`src/rtl/cache_fill_arbiter.sv`:
```
// Purpose: shares one 16-bit memory port between I-cache fills, D-cache fills and D-cache write-throughs.
// Latency: grant in an IDLE cycle, memory op the next cycle; fill words reach the cache combinationally from mem_data_out.
// Backpressure: requests are held by the requester and wait while busy; no preemption, writes win ties at grant.
//
// Ports:
//   clk, rst                            - clock, synchronous active-high reset
//   i_miss/i_miss_addr                  - I-cache miss request (held until i_fill_done)
//   d_miss/d_miss_addr                  - D-cache miss request (held until d_fill_done)
//   d_wr_req/d_wr_addr/d_wr_data        - D-cache write-through (held until d_wr_ack)
//   mem_enable/mem_wr/mem_addr/mem_data_in, mem_data_out/mem_data_valid - memory side
//   fill_data/fill_word/i_fill_we/d_fill_we/i_fill_done/d_fill_done/d_wr_ack/busy - cache side
module cache_fill_arbiter #(
    parameter int ADDR_WIDTH  = 16,
    parameter int BLOCK_WORDS = 8
) (
    input  logic                           clk,
    input  logic                           rst,
    input  logic                           i_miss,
    input  logic [ADDR_WIDTH-1:0]          i_miss_addr,
    input  logic                           d_miss,
    input  logic [ADDR_WIDTH-1:0]          d_miss_addr,
    input  logic                           d_wr_req,
    input  logic [ADDR_WIDTH-1:0]          d_wr_addr,
    input  logic [15:0]                    d_wr_data,
    output logic                           mem_enable,
    output logic                           mem_wr,
    output logic [ADDR_WIDTH-1:0]          mem_addr,
    output logic [15:0]                    mem_data_in,
    input  logic [15:0]                    mem_data_out,
    input  logic                           mem_data_valid,
    output logic [15:0]                    fill_data,
    output logic [$clog2(BLOCK_WORDS)-1:0] fill_word,
    output logic                           i_fill_we,
    output logic                           d_fill_we,
    output logic                           i_fill_done,
    output logic                           d_fill_done,
    output logic                           d_wr_ack,
    output logic                           busy
);

    localparam int WW = $clog2(BLOCK_WORDS);
    localparam int CW = WW + 1;
    // Byte-offset bits of one block: BLOCK_WORDS words of 2 bytes each.
    localparam logic [ADDR_WIDTH-1:0] OFF_MASK = ADDR_WIDTH'(2 * BLOCK_WORDS - 1);
    localparam logic [CW-1:0]         LAST     = CW'(BLOCK_WORDS - 1);

    typedef enum logic [1:0] {
        S_IDLE  = 2'd0,
        S_WRITE = 2'd1,
        S_ISSUE = 2'd2,
        S_DRAIN = 2'd3
    } state_t;

    state_t                state_q, state_d;
    logic                  owner_q, owner_d;           // 1 = D-cache owns the fill
    logic                  last_owner_q, last_owner_d; // last miss granted, 1 = D
    logic [ADDR_WIDTH-1:0] addr_q, addr_d;
    logic [15:0]           wdata_q, wdata_d;
    logic [CW-1:0]         issue_cnt_q, issue_cnt_d;
    logic [CW-1:0]         recv_cnt_q, recv_cnt_d;
    // Completion pulses delayed by one cycle; a requester may still be
    // holding its request in the IDLE cycle right after its done/ack, so that
    // request is masked for exactly that cycle.
    logic                  i_done_q, i_done_d;
    logic                  d_done_q, d_done_d;
    logic                  ack_q, ack_d;

    logic wr_ok, i_ok, d_ok, miss_pick;

    assign wr_ok     = d_wr_req & ~ack_q;
    assign i_ok      = i_miss & ~i_done_q;
    assign d_ok      = d_miss & ~d_done_q;
    // On a tie the requester not granted last time wins.
    assign miss_pick = (i_ok & d_ok) ? ~last_owner_q : d_ok;

    assign busy     = (state_q != S_IDLE);
    assign i_done_d = i_fill_done;
    assign d_done_d = d_fill_done;
    assign ack_d    = d_wr_ack;

    always_ff @(posedge clk) begin
        if (rst) begin
            state_q      <= S_IDLE;
            owner_q      <= 1'b0;
            last_owner_q <= 1'b0;
            addr_q       <= '0;
            wdata_q      <= '0;
            issue_cnt_q  <= '0;
            recv_cnt_q   <= '0;
            i_done_q     <= 1'b0;
            d_done_q     <= 1'b0;
            ack_q        <= 1'b0;
        end else begin
            state_q      <= state_d;
            owner_q      <= owner_d;
            last_owner_q <= last_owner_d;
            addr_q       <= addr_d;
            wdata_q      <= wdata_d;
            issue_cnt_q  <= issue_cnt_d;
            recv_cnt_q   <= recv_cnt_d;
            i_done_q     <= i_done_d;
            d_done_q     <= d_done_d;
            ack_q        <= ack_d;
        end
    end

    always_comb begin
        state_d      = state_q;
        owner_d      = owner_q;
        last_owner_d = last_owner_q;
        addr_d       = addr_q;
        wdata_d      = wdata_q;
        issue_cnt_d  = issue_cnt_q;
        recv_cnt_d   = recv_cnt_q;

        mem_enable   = 1'b0;
        mem_wr       = 1'b0;
        mem_addr     = '0;
        mem_data_in  = '0;
        fill_data    = mem_data_out;
        fill_word    = '0;
        i_fill_we    = 1'b0;
        d_fill_we    = 1'b0;
        i_fill_done  = 1'b0;
        d_fill_done  = 1'b0;
        d_wr_ack     = 1'b0;

        case (state_q)
            S_IDLE: begin
                if (wr_ok) begin
                    state_d     = S_WRITE;
                    addr_d      = {d_wr_addr[ADDR_WIDTH-1:1], 1'b0};
                    wdata_d     = d_wr_data;
                    issue_cnt_d = '0;
                    recv_cnt_d  = '0;
                end else if (i_ok || d_ok) begin
                    state_d      = S_ISSUE;
                    owner_d      = miss_pick;
                    last_owner_d = miss_pick;
                    addr_d       = (miss_pick ? d_miss_addr : i_miss_addr) & ~OFF_MASK;
                    issue_cnt_d  = '0;
                    recv_cnt_d   = '0;
                end
            end
            S_WRITE: begin
                mem_enable  = 1'b1;
                mem_wr      = 1'b1;
                mem_addr    = addr_q;
                mem_data_in = wdata_q;
                d_wr_ack    = 1'b1;
                state_d     = S_IDLE;
            end
            S_ISSUE: begin
                mem_enable  = 1'b1;
                mem_addr    = addr_q + ADDR_WIDTH'({issue_cnt_q, 1'b0});
                issue_cnt_d = issue_cnt_q + CW'(1);
                if (issue_cnt_q == LAST) begin
                    state_d = S_DRAIN;
                end
            end
            S_DRAIN: begin
            end
            default: state_d = S_IDLE;
        endcase

        // Returned words are counted separately from issues, so data may
        // arrive while addresses are still going out, with any latency.
        if ((state_q == S_ISSUE || state_q == S_DRAIN) && mem_data_valid) begin
            fill_word  = recv_cnt_q[WW-1:0];
            i_fill_we  = ~owner_q;
            d_fill_we  = owner_q;
            recv_cnt_d = recv_cnt_q + CW'(1);
            if (recv_cnt_q == LAST) begin
                i_fill_done = ~owner_q;
                d_fill_done = owner_q;
                state_d     = S_IDLE;
            end
        end
    end

endmodule

```
`config.mk`:
```
export PLATFORM = sky130hd
export DESIGN_NAME = cache_fill_arbiter
export DESIGN_NICKNAME = d
export VERILOG_FILES = /design/src/rtl/cache_fill_arbiter.sv
export SDC_FILE = /design/constraint.sdc
export NUM_CORES = 1
export LEC_CHECK = 0
export BUFFER_PORTS_ARGS = -buffer_cell sky130_fd_sc_hd__clkbuf_2
export CAP_MARGIN = 40
export CELL_PAD_IN_SITES_DETAIL_PLACEMENT = 0
export CELL_PAD_IN_SITES_GLOBAL_PLACEMENT = 1
export CORE_ASPECT_RATIO = 2
export CORE_UTILIZATION = 35
export DETAILED_ROUTE_END_ITERATION = 8
export MAX_ROUTING_LAYER = met4
export PLACE_DENSITY = 0.91
export SLEW_MARGIN = 30
export SYNTH_ARGS = -nofsm -noshare
export SYNTH_HDL_FRONTEND = slang
export SYNTH_SLANG_ARGS = --single-unit
```
`constraint.sdc`:
```
create_clock -name clk -period 3.7 [get_ports clk]
set_clock_uncertainty 0.15 [all_clocks]
set_input_delay 0.555 -clock clk [delete_from_list [all_inputs] [get_ports clk]]
set_output_delay 0.555 -clock clk [all_outputs]
set_load 0.02 [all_outputs]
```
==> results.txt, run 1 <==
The worst hold path terminates at wdata_q[10]. Counting flops with an async set or reset pin after synthesis yields a share of 0%. The number of distinct library cell variants in the gate-level netlist after synthesis is approximately 60. For this block, the initial DRC count from the detailed router was about 200. The worst setup path is of the reg2out kind. The total vias in the final route is between 3,000 and 4,000.

The critical path's largest stage delay came out at around 0.43 ns. The area overhead of the layout relative to synthesis is 18.2%. Walking the worst path, the cells encountered are ha_1 -> fa_1 -> a211o_1 -> and2_1 -> a31o_2 -> a31oi_1 -> clkbuf_2.

The quantity of hold-fixing buffers added after cts is 0. The maximum number of pins on one net before global-route repair came out at 40. After routing, the total negative slack on setup checks comes to 0 ns. The number of post-CTS setup repair buffers is 0.

The floorplan has 47 rows. The global-route wire length before repair is about 14,000 um. The final count of hold timing violations is 0. Once detail routing completed, the nets flagged for antenna violations numbered 0. The number of global-route vias before repair is between 2,000 and 3,000.

The run finished with clean final reports. Across the VDD grid, the largest voltage drop is between 0.0004 and 0.0005 V. Across the run, the number of max-cap violations was 0. The worst path arrival time came out at ~2.4 ns. The DRC violation count after routing came out at 0. The die covers just over 9000 um^2. The final estimated routing congestion in global placement is a little under 0.9. The count of final max-slew check failures was 0. The post-synthesis instance area is roughly 3000 um^2. STA classifies the critical path endpoint as an output pin. The met3 usage came out at between 2 and 3%. In the post-synthesis netlist, the biggest area contributors are sky130_fd_sc_hd__dfxtp_1 (30%), sky130_fd_sc_hd__nand2_1 (6.3%), sky130_fd_sc_hd__buf_4 (5.2%), sky130_fd_sc_hd__a21oi_1 (4.9%), sky130_fd_sc_hd__and2_1 (4.7%). For this configuration, the core starts out at a cell density of a little over a third.

The TritonCTS clock tree is built. The tree built by TritonCTS fans out to 45 sinks. The clock tree root driver cell is sky130_fd_sc_hd__clkbuf_16.

Along the worst hold path, the cell count comes to 2. The cell with the biggest individual delay on the critical path is sky130_fd_sc_hd__fa_1. The part of the Yosys area used for sequential elements is about 30%. The global routing usage summed across all routing layers is approximately a fifth. The fill cell total of the finished layout came out at about 870. The post-synthesis sequential element count is 45.

The number of optimization iterations in the first detailed-route pass is 4. The largest area contributor in the netlist is sky130_fd_sc_hd__dfxtp_1. The count of instances resized after the clock tree is built came out at 0. By count the netlist is led by sky130_fd_sc_hd__nand2_1 (51), sky130_fd_sc_hd__dfxtp_1 (45), sky130_fd_sc_hd__a21oi_1 (30). Counting every net in the synthesized netlist gives between 400 and 500.

The clock latency of the later-clocked register in the worst-skew pair came out at around 0.29 ns. The leakage power of the design is ~1.6 nW. The clock transition time at the flip-flop clock pins of the worst setup and hold paths is ~0.060 ns. The initial antenna violation count is 0. The horizontal die dimension came out at 67.8 um. The sum of internal, switching and leakage power came out at about 0.0014 W. The top-area cell type share of the netlist area is 29.7%. Counting both buffers and inverters, the worst setup path holds a total of 1.

Net switching is between 30% and 40% of the power. For this run, the number of Yosys warnings is 0. The routed design has 8650 um of wire. The class of the tightest hold or removal check is reg2reg. The number of buffers created by CTS is 5. The critical hold path startpoint is wdata_q[10]. The core outline area is around 8400 um^2. The HPWL after detailed placement is between 6000 and 7000 um. The average cell area after synthesis came out at roughly 7.6 um^2. In the synthesized netlist the dominant register cell turns out to be sky130_fd_sc_hd__dfxtp_1.

Among all cell types in the netlist, the one instantiated most often is sky130_fd_sc_hd__nand2_1. The clock share of power is around a third. The register-to-register setup slack came out at approximately 1.4 ns.

The total power per unit cell area came out at between 400 and 500 nW/um^2. Setup violations remaining at the end of the flow were counted as 0. The depth of the CTS H-tree is 2. The internal power of the cells totals approximately 0.00095 W. The total inserted antenna cells is 0. The required time at the endpoint of the critical path came out at about 3 ns.

The largest fanout on the critical path came out at 5. The routed design could run at a clock period as short as 3.10 ns. The analysis attributes to net switching a power of ~0.00049 W. In this design, the largest share of critical-path delay is due to compound AO/OA/AOI/OAI gates. The detail-routed net length per standard cell is between 15 and 20 um. The count of flip-flops with a built-in enable after synthesis came out at 0. The number of placed I/O pins came out at between 100 and 150. The measured slew at the worst slew-check pin came out at roughly 0.8 ns. The number of vias per cell after detailed routing came out at approximately 5.5. The total grt overflow came out at 0. The endpoint identified for the worst register-to-register timing path is addr_q[4]. The path depth of the worst reg2reg path is 6. The combinational cell fraction of total power came out at a little over a quarter. Cells with a size suffix above 1 make up about a quarter of the layout. The die height came out at between 100 and 150 um. The global routing stage identified its most utilized layer as met2.

The count of port buffers added during placement is 102. For this run, global-route usage on met1 was measured as ~22%. Setup repair after global routing left no endpoint under its margin.

The part of the cycle the worst path needs is 83.8%. The number of nets at the end of the flow came out at roughly 570. The deepest clock path buffer count is 2. The peak clock frequency supported by timing came out at about 320 MHz. The relative slew slack is between 40 and 50%.

The gate count after technology mapping came out at ~400. The global routing met2 resource utilization is about a third. STA classifies the critical path startpoint as a flop.

The origin of the critical flop-to-flop path is state_q[1]. The relative contribution of sequential cells to total power came out at just over 40%.
## how the worst max path moves through the flow
stage,from,end,slack (ns),cells after the start
6_report,issue_cnt_q[0],mem_addr[15],0.60,7
5_1_grt,issue_cnt_q[0],mem_addr[15],0.49,7
4_1_cts,issue_cnt_q[0],mem_addr[15],0.59,7
3_5_place_dp,issue_cnt_q[0],mem_addr[15],0.92,7
3_3_place_gp,issue_cnt_q[0],mem_addr[15],0.92,7
2_1_floorplan,issue_cnt_q[0],mem_addr[15],0.96,6
## metal layers
metal | up-vias | share of wire, %
li1 | 1551 | -
met4 | 0 | 2.8
met5 | - | 0
met1 | 1479 | 38
met3 | 19 | 5.3
met2 | 97 | 54
## power groups by stage
stage | clock (W) | sequential (W) | combinational, W
2_1_floorplan | 0 | 0.000577 | 0.000323
3_3_place_gp | 0 | 0.000602 | 0.000383
3_5_place_dp | 0 | 0.000605 | 0.000392
4_1_cts | 0.000467 | 0.000594 | 0.000394
5_1_grt | 0.000487 | 0.000604 | 0.000434
6_report | 0.000454 | 0.000596 | 0.000392
## sequential cells by signal (all words and copies together) (netlist names)
register and flops:
d_done_q 1, i_done_q 1, last_owner_q 1, state_q 2, wdata_q 16, issue_cnt_q 4
recv_cnt_q 4, ack_q 1, addr_q 15
## metrics by stage
stage / utilization (%) / setup WS [ns] / hold WS (ns) / std cells / cell area [um^2]
floorplan: - / 0.964 / 0.282 / 399 / 3030
global placement: 41.1 / 0.924 / 0.288 / 559 / 3430
detailed placement: 41.1 / 0.922 / 0.293 / 559 / 3430
CTS: 43.0 / 0.587 / 0.302 / 567 / 3590
global route: 43.0 / 0.488 / 0.322 / 567 / 3590
finish: 43.0 / 0.599 / 0.299 / 567 / 3590
## tightest hold or removal path, delay by kind of cell (launching register included)
family,cells,cell delay [ns]
AO/OA/AOI/OAI,1,0.05
AND/OR/NAND/NOR,1,0.05
flip-flops,1,0.30
## cells by family (layout without fill, tap and decap cells)
logic type | count (synthesis) | after routing | share of synthesized area, %
AOI/OAI and AO/OA | 116 | 116 | 26.1
xor gates and xnor gates | 2 | 2 | 0.577
adders and majority gates | 11 | 11 | 4.78
buffers and inverters | 52 | 122 | 9.65
DFF | 45 | 45 | 29.7
other | 1 | 1 | 0.124
and+or+nand+nor | 172 | 172 | 29.1
## area by class of cell
cell class,count,area [um^2],area share (%)
repair buffers,106,541,15.1
inverters,8,30.0,0.837
flip-flops and latches,45,901,25.1
clock inverters,2,13.8,0.384
well taps,98,123,3.42
clock buffers,6,139,3.87
multi-input cells,302,1840,51.3
## cells in the final DEF, fill, tap and decap left out, drive strengths merged, types with 3 or more instances in the layout
cell type,n
buf,4
nand3,23
a21oi,30
clkbuf,108
nor2b,8
dfxtp,45
o211ai,4
nand3b,4
or3,4
ha,10
a31o,3
a22o,12
nand4,5
a22oi,6
nor2,28
nand2b,8
o21ai,22
and3,4
a31oi,14
and2,24
nand2,51
inv,8
No activity file was read; power rests on OpenSTA's default activity.
==> inputs of run 2 (changes only) <==
--- a/config.mk
+++ b/config.mk
@@ -10,10 +10,10 @@
 export CELL_PAD_IN_SITES_DETAIL_PLACEMENT = 0
 export CELL_PAD_IN_SITES_GLOBAL_PLACEMENT = 1
 export CORE_ASPECT_RATIO = 2
-export CORE_UTILIZATION = 35
+export CORE_UTILIZATION = 32
 export DETAILED_ROUTE_END_ITERATION = 8
 export MAX_ROUTING_LAYER = met4
-export PLACE_DENSITY = 0.91
+export PLACE_DENSITY = 0.85
 export SLEW_MARGIN = 30
 export SYNTH_ARGS = -nofsm -noshare
 export SYNTH_HDL_FRONTEND = slang
==> constraint.sdc (replaced) <==
create_clock -name clk -period 3.2 [get_ports clk]
set_clock_uncertainty 0.15 [all_clocks]
set_input_delay 0.48 -clock clk [delete_from_list [all_inputs] [get_ports clk]]
set_output_delay 0.48 -clock clk [all_outputs]
set_load 0.02 [all_outputs]
==> run 2 against run 1 <==
Against the previous run:
- the flow now finishes with violations (DRC)
- sequential share of layout area is 0.38 points lower
- via count increased by 0.54%
- register-to-register slack worse by 0.48 ns
- critical endpoint unchanged
- worst setup slack worse by 0.43 ns
- die area is 9.2% higher
- critical path type unchanged
==> results.txt, run 2 (same netlist as run 1, synthesis figures left out) <==
The count of port buffers added during placement is 102 (unchanged). The total power per unit cell area is 482 nW/um^2 (+20%). The fill cell total of the finished layout came to 981 (+13%). The top cell types in the final layout, fill and taps aside, are sky130_fd_sc_hd__clkbuf_2 (102), sky130_fd_sc_hd__nand2_1 (51), sky130_fd_sc_hd__dfxtp_1 (45), sky130_fd_sc_hd__a21oi_1 (30), sky130_fd_sc_hd__nor2_1 (27). The quantity of hold-fixing buffers added after cts is 0 (unchanged). The switching share of power is 32.6% (-1.5 points). The clock latency of the later-clocked register in the worst-skew pair came to 0.29 ns (about the same). The required time at the endpoint of the critical path is 2.57 ns (-0.42 ns).

The worst hold path stage count came to 3 (+1). The number of optimization iterations in the first detailed-route pass came out at 9 (+5). STA classifies the critical path endpoint as an output pin. The fraction of layout cells with a size suffix above 1 is 26.8% (+0.41 points). The number of flip-flops under the largest register name came to 16 (unchanged). The die height came out at 140 um (+4.5%). The area of placed instances was 3470 um^2 (+1.0%).

The global routing usage summed across all routing layers is 18.7% (-1.5 points). The relative slew slack is 47.4% (+0.50 points). Setup repair after global routing left no endpoint under its margin. The starting utilization of the core area is 33.4% (-2.9 points). The clock share of power came out at 34.4% (+2.9 points).

The checks that failed: DRC. The maximum number of pins on one net before global-route repair is 39 (-2.5%). The largest registers in the layout are wdata_q x16, addr_q x15. The part of the cycle the worst path needs came out at a little over nine tenths. The switching power came out at 0.000572 W (+16%). The measured slew at the worst slew-check pin is 0.789 ns (-0.00757 ns). The peak clock frequency supported by timing is between 300 and 400 MHz. The count of placed standard cells including taps is 567 (+1.4%). By startpoint and endpoint, the worst setup path is classified as reg2out. The worst path arrival time is 2.40 ns (about the same). The number of global-route vias before repair was 3,002 (+1.6%).

The non-filler instance count after layout is 575 (+1.4%). The total inserted antenna cells came to 0 (unchanged). The detail-routed net length per standard cell came out at 15.6 um (+2.5%).

The residual antenna-violating net count after detailed routing came out at 0 (unchanged). The combinational cell fraction of total power came out at 26.6% (-0.6 points). The path class of the tightest hold or removal check is in2reg. The number of nets at the end of the flow came out at 569 (+0.71%). The cell-internal power is 0.00118 W (+25%). The total of max-cap violations was 0 (unchanged).

The largest voltage drop on the vdd net is 0.000367 V (-14%). The clock transition time at the flip-flop clock pins of the worst setup and hold paths is 0.06 ns (about the same). The total vias in the final route is 3,163 (+0.54%). TritonCTS built the clock tree.

The half-perimeter wire length after placement is 6870 um (+5.9%). The DRC violation count after routing came to 4 (+4). The worst setup timing slack at the placement stage was 0.485 ns (-0.437 ns). The number of rows created at floorplan is 49 (+4.3%). The path depth of the worst reg2reg path was 6 (unchanged). The final instance area came to 3640 um^2 (+1.5%).

The number of buffers created by CTS is 5 (unchanged). Leaving out fill and tap cells, the most frequent cell in the layout is sky130_fd_sc_hd__clkbuf_2. The post-detailed-routing wire length came out at 8990 um (+3.9%). The total grt overflow came out at 0 (unchanged).

The run finished, with violations left. The number of vias per cell after detailed routing came out at 5.50 (-0.86%). The initial antenna violation count is 0 (unchanged). The relative contribution of sequential cells to total power came out at 39.0% (-2.3 points). The leakage power of the design is 1.64 nW (+1.6%). The number of post-CTS setup repair buffers came out at 0 (unchanged). The worst setup slack after layout is 0.172 ns (-0.426 ns). The number of violations reported at the end of detailed-routing iteration 0 came to 204 (+3.0%).

The count of instances resized after the clock tree is built came out at 0 (unchanged). The worst hold margin is 0.255 ns (-0.0443 ns). The count of final max-slew check failures came to 0 (unchanged). The horizontal die dimension is 70.9 um (+4.5%). The global-route wire length before repair came out at 14,400 um (+4.9%).

The deepest clock path buffer count is 2 (unchanged). The core outline area is 9070 um^2 (+8.7%). The final count of hold timing violations came to 0 (unchanged). The clock net sink count came out at 45 (unchanged). The clock period minus final worst setup slack is roughly 3 ns. The largest fanout on the critical path is 5 (unchanged). From synthesis to final layout, the design area changed by 20.0%. The count of final setup violators came out at 0 (unchanged). The die footprint was 9900 um^2 (+9.2%).

The tree is rooted in a sky130_fd_sc_hd__clkbuf_16. The total negative slack for setup checks is 0 ns (unchanged). More flip-flops sit in one register than any other, and that register is wdata_q. STA classifies the critical path startpoint as a flop. The number of placed I/O pins came to 145 (unchanged).

The depth of the CTS H-tree came to 2 (unchanged). The final estimated routing congestion in global placement came out at 0.901 (+2.3%).
-- run 2: cell count changes in the layout (fill, tap and decap cells not counted) --
cell,change
sky130_fd_sc_hd__clkbuf_1,+1
sky130_fd_sc_hd__clkinv_2,-1
sky130_fd_sc_hd__bufinv_16,+1
sky130_fd_sc_hd__clkinv_4,-1
sky130_fd_sc_hd__buf_4,+4
-- run 2: power groups by stage --
stage / clock network [W] / logic (W) / registers (W)
6_report: 0.000604 / 0.000467 / 0.000685
5_1_grt: 0.000638 / 0.000515 / 0.000693
4_1_cts: 0.000616 / 0.000470 / 0.000683
3_5_place_dp: 0 / 0.000468 / 0.000696
3_3_place_gp: 0 / 0.000458 / 0.000693
2_1_floorplan: 0 / 0.000373 / 0.000668
-- run 2: worst paths after layout --
path	startpoint	endpoint	slack (ns)
max	issue_cnt_q[0]	mem_addr[15]	0.17
min	d_wr_data[12]	wdata_q[12]	0.25
max reg2reg	state_q[1]	addr_q[4]	0.91
min reg2reg	wdata_q[3]	wdata_q[3]	0.30
-- run 2: stage by stage --
step / utilization (%) / power (W)
floorplan: - / 0.00104
global placement: 38.2 / 0.00115
detailed placement: 38.2 / 0.00116
CTS: 40.1 / 0.00177
global route: 40.1 / 0.00185
finish: 40.1 / 0.00176
-- run 2: layer usage --
metal	vias to the layer above	share of wire, %	track usage (%)
li1	1559	-	-
met1	1491	37	18.7
met2	91	55	34.3
met3	22	4.1	2.82
met4	0	4.1	9.26
met5	-	0	-
-- run 2: critical path, cell delays in order (launching register included) --
cell	delay, ns
sky130_fd_sc_hd__dfxtp_1	0.35
sky130_fd_sc_hd__ha_1	0.22
sky130_fd_sc_hd__fa_1	0.42
sky130_fd_sc_hd__a211o_1	0.35
sky130_fd_sc_hd__and2_1	0.17
sky130_fd_sc_hd__a31o_2	0.23
sky130_fd_sc_hd__a31oi_1	0.17
sky130_fd_sc_hd__clkbuf_2	0.19
-- run 2: area by class of cell --
class	instances	area, um^2	share of cell area, %
sequential	45	901	24.7
multi-input combinational	302	1840	50.5
clock buffer	7	143	3.92
tap	102	128	3.50
clock inverter	1	30.0	0.824
inverter	8	30.0	0.824
timing repair buffer	110	571	15.7
